File: config.mk
export PLATFORM = sky130hd
export DESIGN_NAME = uart_rx_fifo_flat
export DESIGN_NICKNAME = d
export VERILOG_FILES = /design/src/rtl/uart_rx_fifo_if.sv /design/src/rtl/uart_rx_fifo.sv /design/src/flat_wrapper.sv
export SDC_FILE = /design/constraint.sdc
export NUM_CORES = 1
export LEC_CHECK = 0
export CAP_MARGIN = 10
export CORE_UTILIZATION = 55
export CTS_CLUSTER_SIZE = 20
export DETAILED_ROUTE_END_ITERATION = 8
export PLACE_DENSITY_LB_ADDON = 0.12
export SYNTH_ARGS = -nofsm -noshare
export SYNTH_HDL_FRONTEND = slang
export SYNTH_SLANG_ARGS = --single-unit
File: constraint.sdc
create_clock -name clk_i -period 7.7 [get_ports clk_i]
set_input_delay 1.54 -clock clk_i [delete_from_list [all_inputs] [get_ports clk_i]]
set_output_delay 1.54 -clock clk_i [all_outputs]
set_load 0.05 [all_outputs]
File: src/rtl/uart_rx_fifo_if.sv
// Handshake bundle between uart_rx (producer), the byte FIFO and ram_rw
// (consumer), plus the FIFO status outputs. The slave modport is the FIFO
// view; the master modport is the surrounding environment view.
interface uart_rx_fifo_if #(
   parameter int DEPTH  = 16,
   parameter int DATA_W = 8
);
   localparam int LVL_W = $clog2(DEPTH) + 1;

   logic [DATA_W-1:0] in_data_i;
   logic              in_vld_i;
   logic              in_rdy_o;
   logic [DATA_W-1:0] out_data_o;
   logic              out_vld_o;
   logic              out_rdy_i;
   logic [LVL_W-1:0]  level_o;
   logic              almost_full_o;
   logic              overflow_o;

   modport master (
      output in_data_i, in_vld_i, out_rdy_i,
      input  in_rdy_o, out_data_o, out_vld_o, level_o, almost_full_o, overflow_o
   );

   modport slave (
      input  in_data_i, in_vld_i, out_rdy_i,
      output in_rdy_o, out_data_o, out_vld_o, level_o, almost_full_o, overflow_o
   );
endinterface

File: src/rtl/uart_rx_fifo.sv
// Byte FIFO between uart_rx and ram_rw on sys_clk. Absorbs bursts of received
// bytes while ram_rw stalls. First-word-fall-through head, registered level,
// almost-full status and a sticky overflow diagnostic.
module uart_rx_fifo #(
   parameter int DEPTH     = 16,
   parameter int AFULL_LVL = 12,
   parameter int DATA_W    = 8
) (
   input  logic           clk_i,
   input  logic           rst_n_i,
   input  logic           flush_i,
   uart_rx_fifo_if.slave  bus
);
   localparam int ADDR_W = $clog2(DEPTH);
   localparam logic [ADDR_W:0] PTR_ONE = (ADDR_W + 1)'(1);
   localparam logic [ADDR_W:0] AFULL_Q = (ADDR_W + 1)'(AFULL_LVL);

   // Pointers carry one extra wrap bit so full and empty are distinguishable
   logic [ADDR_W:0]   wr_ptr;
   logic [ADDR_W:0]   rd_ptr;
   logic [ADDR_W:0]   level;
   logic              overflow;
   logic [DATA_W-1:0] mem [DEPTH];

   logic [ADDR_W-1:0] wr_idx;
   logic [ADDR_W-1:0] rd_idx;
   logic              empty;
   logic              full;
   logic              push;
   logic              pop;

   assign wr_idx = wr_ptr[ADDR_W-1:0];
   assign rd_idx = rd_ptr[ADDR_W-1:0];
   assign empty  = (wr_ptr == rd_ptr);
   assign full   = (wr_idx == rd_idx) && (wr_ptr[ADDR_W] != rd_ptr[ADDR_W]);

   // Handshakes qualify only against pointer-register decodes, so ready and
   // valid never depend combinationally on the partner's signal
   assign push = bus.in_vld_i & ~full;
   assign pop  = bus.out_rdy_i & ~empty;

   assign bus.in_rdy_o      = ~full;
   assign bus.out_vld_o     = ~empty;
   assign bus.level_o       = level;
   assign bus.almost_full_o = (level >= AFULL_Q);
   assign bus.overflow_o    = overflow;
   // Head byte is forced to zero while empty so the output is deterministic
   assign bus.out_data_o    = empty ? '0 : mem[rd_idx];

   // Control state: pointers, occupancy and sticky overflow; flush wins over push/pop
   always_ff @(posedge clk_i or negedge rst_n_i) begin
      if (!rst_n_i) begin
         wr_ptr   <= '0;
         rd_ptr   <= '0;
         level    <= '0;
         overflow <= 1'b0;
      end else if (flush_i) begin
         wr_ptr   <= '0;
         rd_ptr   <= '0;
         level    <= '0;
         overflow <= 1'b0;
      end else begin
         if (push) wr_ptr <= wr_ptr + PTR_ONE;
         if (pop)  rd_ptr <= rd_ptr + PTR_ONE;
         case ({push, pop})
            2'b10:   level <= level + PTR_ONE;
            2'b01:   level <= level - PTR_ONE;
            default: level <= level;
         endcase
         if (bus.in_vld_i && full) overflow <= 1'b1;
      end
   end

   // Storage write; array is data only and deliberately left unreset
   always_ff @(posedge clk_i) begin
      if (push && !flush_i) mem[wr_idx] <= bus.in_data_i;
   end
endmodule

File: src/flat_wrapper.sv
// flat-port wrapper written by rule: the top's interface ports become plain ports
module uart_rx_fifo_flat 
#(
   parameter int DEPTH     = 16,
   parameter int AFULL_LVL = 12,
   parameter int DATA_W    = 8
)
  (clk_i, rst_n_i, flush_i, bus_in_data_i, bus_in_vld_i, bus_out_rdy_i, bus_in_rdy_o, bus_out_data_o, bus_out_vld_o, bus_level_o, bus_almost_full_o, bus_overflow_o);
  uart_rx_fifo_if #(.DEPTH(DEPTH), .DATA_W(DATA_W)) bus_i ();
  input  logic clk_i;
  input  logic rst_n_i;
  input  logic flush_i;
  input wire logic [$bits(bus_i.in_data_i)-1:0] bus_in_data_i;
  input wire logic [$bits(bus_i.in_vld_i)-1:0] bus_in_vld_i;
  input wire logic [$bits(bus_i.out_rdy_i)-1:0] bus_out_rdy_i;
  output wire logic [$bits(bus_i.in_rdy_o)-1:0] bus_in_rdy_o;
  output wire logic [$bits(bus_i.out_data_o)-1:0] bus_out_data_o;
  output wire logic [$bits(bus_i.out_vld_o)-1:0] bus_out_vld_o;
  output wire logic [$bits(bus_i.level_o)-1:0] bus_level_o;
  output wire logic [$bits(bus_i.almost_full_o)-1:0] bus_almost_full_o;
  output wire logic [$bits(bus_i.overflow_o)-1:0] bus_overflow_o;
  assign bus_i.in_data_i = bus_in_data_i;
  assign bus_i.in_vld_i = bus_in_vld_i;
  assign bus_i.out_rdy_i = bus_out_rdy_i;
  assign bus_in_rdy_o = bus_i.in_rdy_o;
  assign bus_out_data_o = bus_i.out_data_o;
  assign bus_out_vld_o = bus_i.out_vld_o;
  assign bus_level_o = bus_i.level_o;
  assign bus_almost_full_o = bus_i.almost_full_o;
  assign bus_overflow_o = bus_i.overflow_o;
  uart_rx_fifo #(.DEPTH(DEPTH), .AFULL_LVL(AFULL_LVL), .DATA_W(DATA_W)) u_core (.clk_i(clk_i), .rst_n_i(rst_n_i), .flush_i(flush_i), .bus(bus_i));
endmodule
==> flow_summary.html <==
<table>
<tr><th>Metric</th><th>Value</th></tr>
<tr><th colspan="2">Status</th></tr>
<tr><td>Run status</td><td>finished clean</td></tr>
<tr><th colspan="2">Layout</th></tr>
<tr><td>Commonest non-fill, non-tap cell in the layout</td><td>edfxtp_1</td></tr>
<tr><td>Syn-to-layout area delta</td><td>16.5%</td></tr>
<tr><td>Final-stage net count</td><td>374</td></tr>
<tr><td>Share of cells above drive strength 1</td><td>0.221</td></tr>
<tr><td>Antenna diodes</td><td>0</td></tr>
<tr><td>Commonest non-fill, non-tap cells in the layout</td><td>edfxtp_1 (128), mux4_2 (40), clkdlybuf4s50_1 (29)</td></tr>
<tr><td>Fin area</td><td>6970 um2</td></tr>
<tr><th colspan="2">Yosys</th></tr>
<tr><td>Share of the yosys chip area belonging to registers</td><td>0.709</td></tr>
<tr><td>Mean instance size in the synthesized netlist</td><td>18.9 um2</td></tr>
<tr><td>Mapped Cells</td><td>317</td></tr>
<tr><td>Netlist cell types</td><td>41</td></tr>
<tr><td>Total of flip-flops plus latches after synthesis</td><td>144</td></tr>
<tr><td>Warning count from the yosys run</td><td>0</td></tr>
<tr><td>Mapped cell area</td><td>5980 um2</td></tr>
<tr><td>Post-Synthesis Net Count</td><td>337</td></tr>
<tr><th colspan="2">Power</th></tr>
<tr><td>Net load switching power</td><td>558 uW</td></tr>
<tr><td>Sequential cell fraction of total power</td><td>0.437</td></tr>
<tr><td>Leakage component of the power</td><td>0.00231 uW</td></tr>
<tr><td>Fraction of power spent switching nets</td><td>0.272</td></tr>
<tr><td>Power density normalized to cell area</td><td>295 nW/um2</td></tr>
<tr><td>Combinational cell fraction of total power</td><td>0.196</td></tr>
<tr><td>Total power after layout</td><td>2060 uW</td></tr>
<tr><td>Peak supply drop</td><td>0.000171 V</td></tr>
<tr><td>Part of the total power dissipated in the clock network</td><td>0.366</td></tr>
<tr><td>Cell internal power dissipation</td><td>1500 uW</td></tr>
<tr><th colspan="2">STA</th></tr>
<tr><td>RSZ-0062 raised after global routing</td><td>false</td></tr>
<tr><td>Min cycle time layout</td><td>5.62 ns</td></tr>
<tr><td>Worst Max-Slew Pin Slew</td><td>1.13 ns</td></tr>
<tr><td>Final Hold Viols</td><td>0</td></tr>
<tr><td>Peak clock frequency supported by timing</td><td>178 MHz</td></tr>
<tr><td>Final setup skew</td><td>0.00753 ns</td></tr>
<tr><td>Post-Route Setup TNS</td><td>0 ns</td></tr>
<tr><td>Worst slack on hold paths</td><td>0.504 ns</td></tr>
<tr><td>Final Slew Violations</td><td>0</td></tr>
<tr><td>Slew HR</td><td>0.242</td></tr>
<tr><td>Number of endpoints failing setup at the final stage</td><td>0</td></tr>
<tr><td>Portion of the clock cycle consumed by the worst path in the final layout</td><td>0.730</td></tr>
<tr><th colspan="2">Critical path</th></tr>
<tr><td>Worst path bufs/invs</td><td>2</td></tr>
<tr><td>Type of destination of the critical path</td><td>output port</td></tr>
<tr><td>Reg-to-reg critical path startpoint</td><td>u_core.rd_ptr[0]</td></tr>
<tr><td>Internal reg-to-reg setup slack</td><td>3.93 ns</td></tr>
<tr><td>Slowest library cell on the worst path</td><td>dfrtp_2</td></tr>
<tr><td>Worst setup SP type</td><td>register</td></tr>
<tr><td>Arrival time of the worst setup path</td><td>4.08 ns</td></tr>
<tr><td>Critical path data required time</td><td>6.16 ns</td></tr>
<tr><td>Critical-path cell list</td><td>buf_4, xor2_1, nor4_2, nand2_1, and2_1, clkdlybuf4s50_1</td></tr>
<tr><td>Endpoint of the most critical register-to-register path</td><td>u_core.mem[15][6]</td></tr>
<tr><td>Setup crit start</td><td>u_core.rd_ptr[0]</td></tr>
<tr><td>Highest net fanout along the worst path</td><td>21</td></tr>
<tr><td>Critical Setup Path Class</td><td>register to output port</td></tr>
<tr><td>Last element of the critical path</td><td>bus_out_data_o[1]</td></tr>
<tr><td>Critical path depth</td><td>6</td></tr>
<tr><td>Count of cells along the worst register-to-register path</td><td>6</td></tr>
<tr><td>Maximum cell stage delay along the critical path</td><td>0.71 ns</td></tr>
<tr><td>Delay-heaviest family, CP</td><td>simple AND/OR/NAND/NOR gates</td></tr>
<tr><th colspan="2">Drt</th></tr>
<tr><td>Post-detailed-route DRC marker count</td><td>0</td></tr>
<tr><td>Via count normalized by instance count</td><td>6.06</td></tr>
<tr><td>Iteration-0 DRC Markers</td><td>306</td></tr>
<tr><td>First-pass iteration count of the detailed router</td><td>4</td></tr>
<tr><td>Routed Antenna Nets</td><td>0</td></tr>
<tr><td>Wire per inst</td><td>24.2 um</td></tr>
<tr><td>Number of vias after detailed routing</td><td>3040</td></tr>
<tr><td>Final wirelength</td><td>12.2 mm</td></tr>
<tr><th colspan="2">Place</th></tr>
<tr><td>Final GP Congestion</td><td>0.760</td></tr>
<tr><td>Post-DP Area</td><td>6430 um2</td></tr>
<tr><td>IO buf count</td><td>29</td></tr>
<tr><td>Detail Placement HPWL</td><td>7.42 mm</td></tr>
<tr><th colspan="2">Floorplanning</th></tr>
<tr><td>Chip width</td><td>106 um</td></tr>
<tr><td>Floorplan die area</td><td>11300 um2</td></tr>
<tr><td>Site Rows</td><td>37</td></tr>
<tr><td>Floorplan Core Area</td><td>10400 um2</td></tr>
<tr><td>Die outline height</td><td>106 um</td></tr>
<tr><td>Initial Util</td><td>0.575</td></tr>
<tr><td>Number of placed I/O pins</td><td>30</td></tr>
<tr><th colspan="2">Clock tree</th></tr>
<tr><td>Number of hold-repair buffers added at the cts stage</td><td>0</td></tr>
<tr><td>Max Root-Sink Buffers</td><td>2</td></tr>
<tr><td>Sink Count</td><td>144</td></tr>
<tr><td>Clock H-tree levels</td><td>4</td></tr>
<tr><td>Post-CTS sizing</td><td>0</td></tr>
<tr><td>Clock tree from TritonCTS</td><td>done</td></tr>
<tr><td>Total clock buffers created by CTS</td><td>17</td></tr>
<tr><td>Cell at the root of the clock tree</td><td>clkbuf_8</td></tr>
<tr><td>Post-CTS Setup Inserts</td><td>0</td></tr>
<tr><td>Clock latency on the worst-skew pair</td><td>0.51 ns</td></tr>
<tr><td>Clock edge transition at the registers on the reported setup and hold paths</td><td>0.06 ns</td></tr>
<tr><th colspan="2">GRT</th></tr>
<tr><td>Overall overflow remaining after global route</td><td>0</td></tr>
<tr><td>Total Routing Usage GR</td><td>0.243</td></tr>
<tr><td>Wire length of the first global-routing pass</td><td>18.7 mm</td></tr>
<tr><td>Number of antenna violations at the first check in global routing</td><td>0</td></tr>
<tr><td>Pin count of the biggest net entering global routing</td><td>36</td></tr>
<tr><td>Via count of the first global-routing pass</td><td>3078</td></tr>
<tr><th colspan="2">Run</th></tr>
<tr><td>Max cap viols</td><td>0</td></tr>
<tr><th colspan="2">Min path</th></tr>
<tr><td>Hold Path Class</td><td>register to register</td></tr>
</table>
[worst min-delay path by stage]
stage | start | end | slack, ns | depth (start not counted)
after floorplan | u_core.wr_ptr[4] | u_core.wr_ptr[4] | 0.56 | 2
after global placement | u_core.bus.overflow_o | u_core.bus.overflow_o | 0.49 | 2
after detailed placement | u_core.bus.overflow_o | u_core.bus.overflow_o | 0.49 | 2
after CTS | u_core.bus.overflow_o | u_core.bus.overflow_o | 0.50 | 2
after global routing | u_core.bus.overflow_o | u_core.bus.overflow_o | 0.55 | 2
final | u_core.bus.overflow_o | u_core.bus.overflow_o | 0.50 | 2
[layout make-up]
| cell class | count | area (um2) |
|---|---|---|
| Fill cell | 694 | 3440 |
| Inverter | 2 | 7.51 |
| Timing Repair Buffer | 35 | 335 |
| Multi-Input combinational cell | 154 | 1670 |
| Clock buffer | 19 | 422 |
| Clock inverter | 12 | 119 |
| Sequential cell | 144 | 4250 |
| Tap cell | 136 | 170 |
[metal layers]
metal / part of all wire / wire length, um / vias up / GRT usage
met5: 0 / 0 / - / 0
met4: 0.011 / 132 / 0 / 0.0843
met3: 0.056 / 684 / 12 / 0.0570
met2: 0.50 / 6120 / 110 / 0.376
met1: 0.43 / 5230 / 1573 / 0.343
li1: - / - / 1345 / -
[state kept, by name, indices dropped and copies added (netlist names)]
| name | cells |
|---|---|
| u_core.bus.level_o | 5 |
| u_core.bus.overflow_o | 1 |
| u_core.wr_ptr | 5 |
| u_core.mem | 128 |
| u_core.rd_ptr | 5 |
[Yosys cell counts, drive strengths merged]
library cell    n  area (um2)
nor3b           1        7.51
a21o            1        7.51
a21boi          1        7.51
mux2            1        11.3
o221a           1        11.3
buf             7        46.3
a211oi          1        7.51
edfxtp        128        3840
nor4            5        37.5
xnor2           3        26.3
clkbuf         10        37.5
nand4           3        18.8
nor2           27         101
or4             1        11.3
a31oi           2        12.5
o41ai           1        8.76
mux4           40         901
and3            1        6.26
nor2b           1        6.26
dfrtp          16         400
o32ai           1        8.76
mux2i           2        20.0
a31o            1        8.76
a32oi           1        8.76
and2           10        62.6
o211a           1        10.0
xor2           15         131
nor3            2        10.0
nand2           8        30.0
nand3           5        25.0
ha              7        87.6
nand2b          4        25.0
a21oi           3        15.0
or3             1        6.26
inv             2        7.51
o21ai           2        10.0
nand3b          1        7.51
[per-stage QoR]
step,worst slack [ns],utilization,cells
after detailed placement,2.52,0.618,471
after global placement,2.61,0.618,471
final,2.08,0.669,502
after floorplan,3.96,-,317
after global routing,1.76,0.669,502
after CTS,1.97,0.669,502
[worst register-to-register path, delay by kind of cell, from the launching register on]
family / cells / cell delay, ns
AND/OR/NAND/NOR: 3 / 1.30
flip-flops: 1 / 0.71
AO/OA/AOI/OAI: 1 / 0.57
buffers and inverters: 1 / 0.49
XOR/XNOR: 1 / 0.31
[power by group through the flow]
stage                     Sequential (uW)  Combinational, uW  Clock, uW
after floorplan                       930                274          0
after global placement                916                400          0
after detailed placement              916                406          0
after CTS                             900                408        757
after global routing                  904                434        792
final                                 899                404        753
[kinds of logic after synthesis]
family / count (synthesis) / synth area share
xor gates and xnor gates: 18 / 0.0263
adders and majority gates: 7 / 0.0146
muxes: 43 / 0.156
and+or+nand+nor: 70 / 0.0594
buffers and inverters: 19 / 0.0153
AOI/OAI and AO/OA: 16 / 0.0194
DFF: 144 / 0.709
No activity file was read; power rests on OpenSTA's default activity.
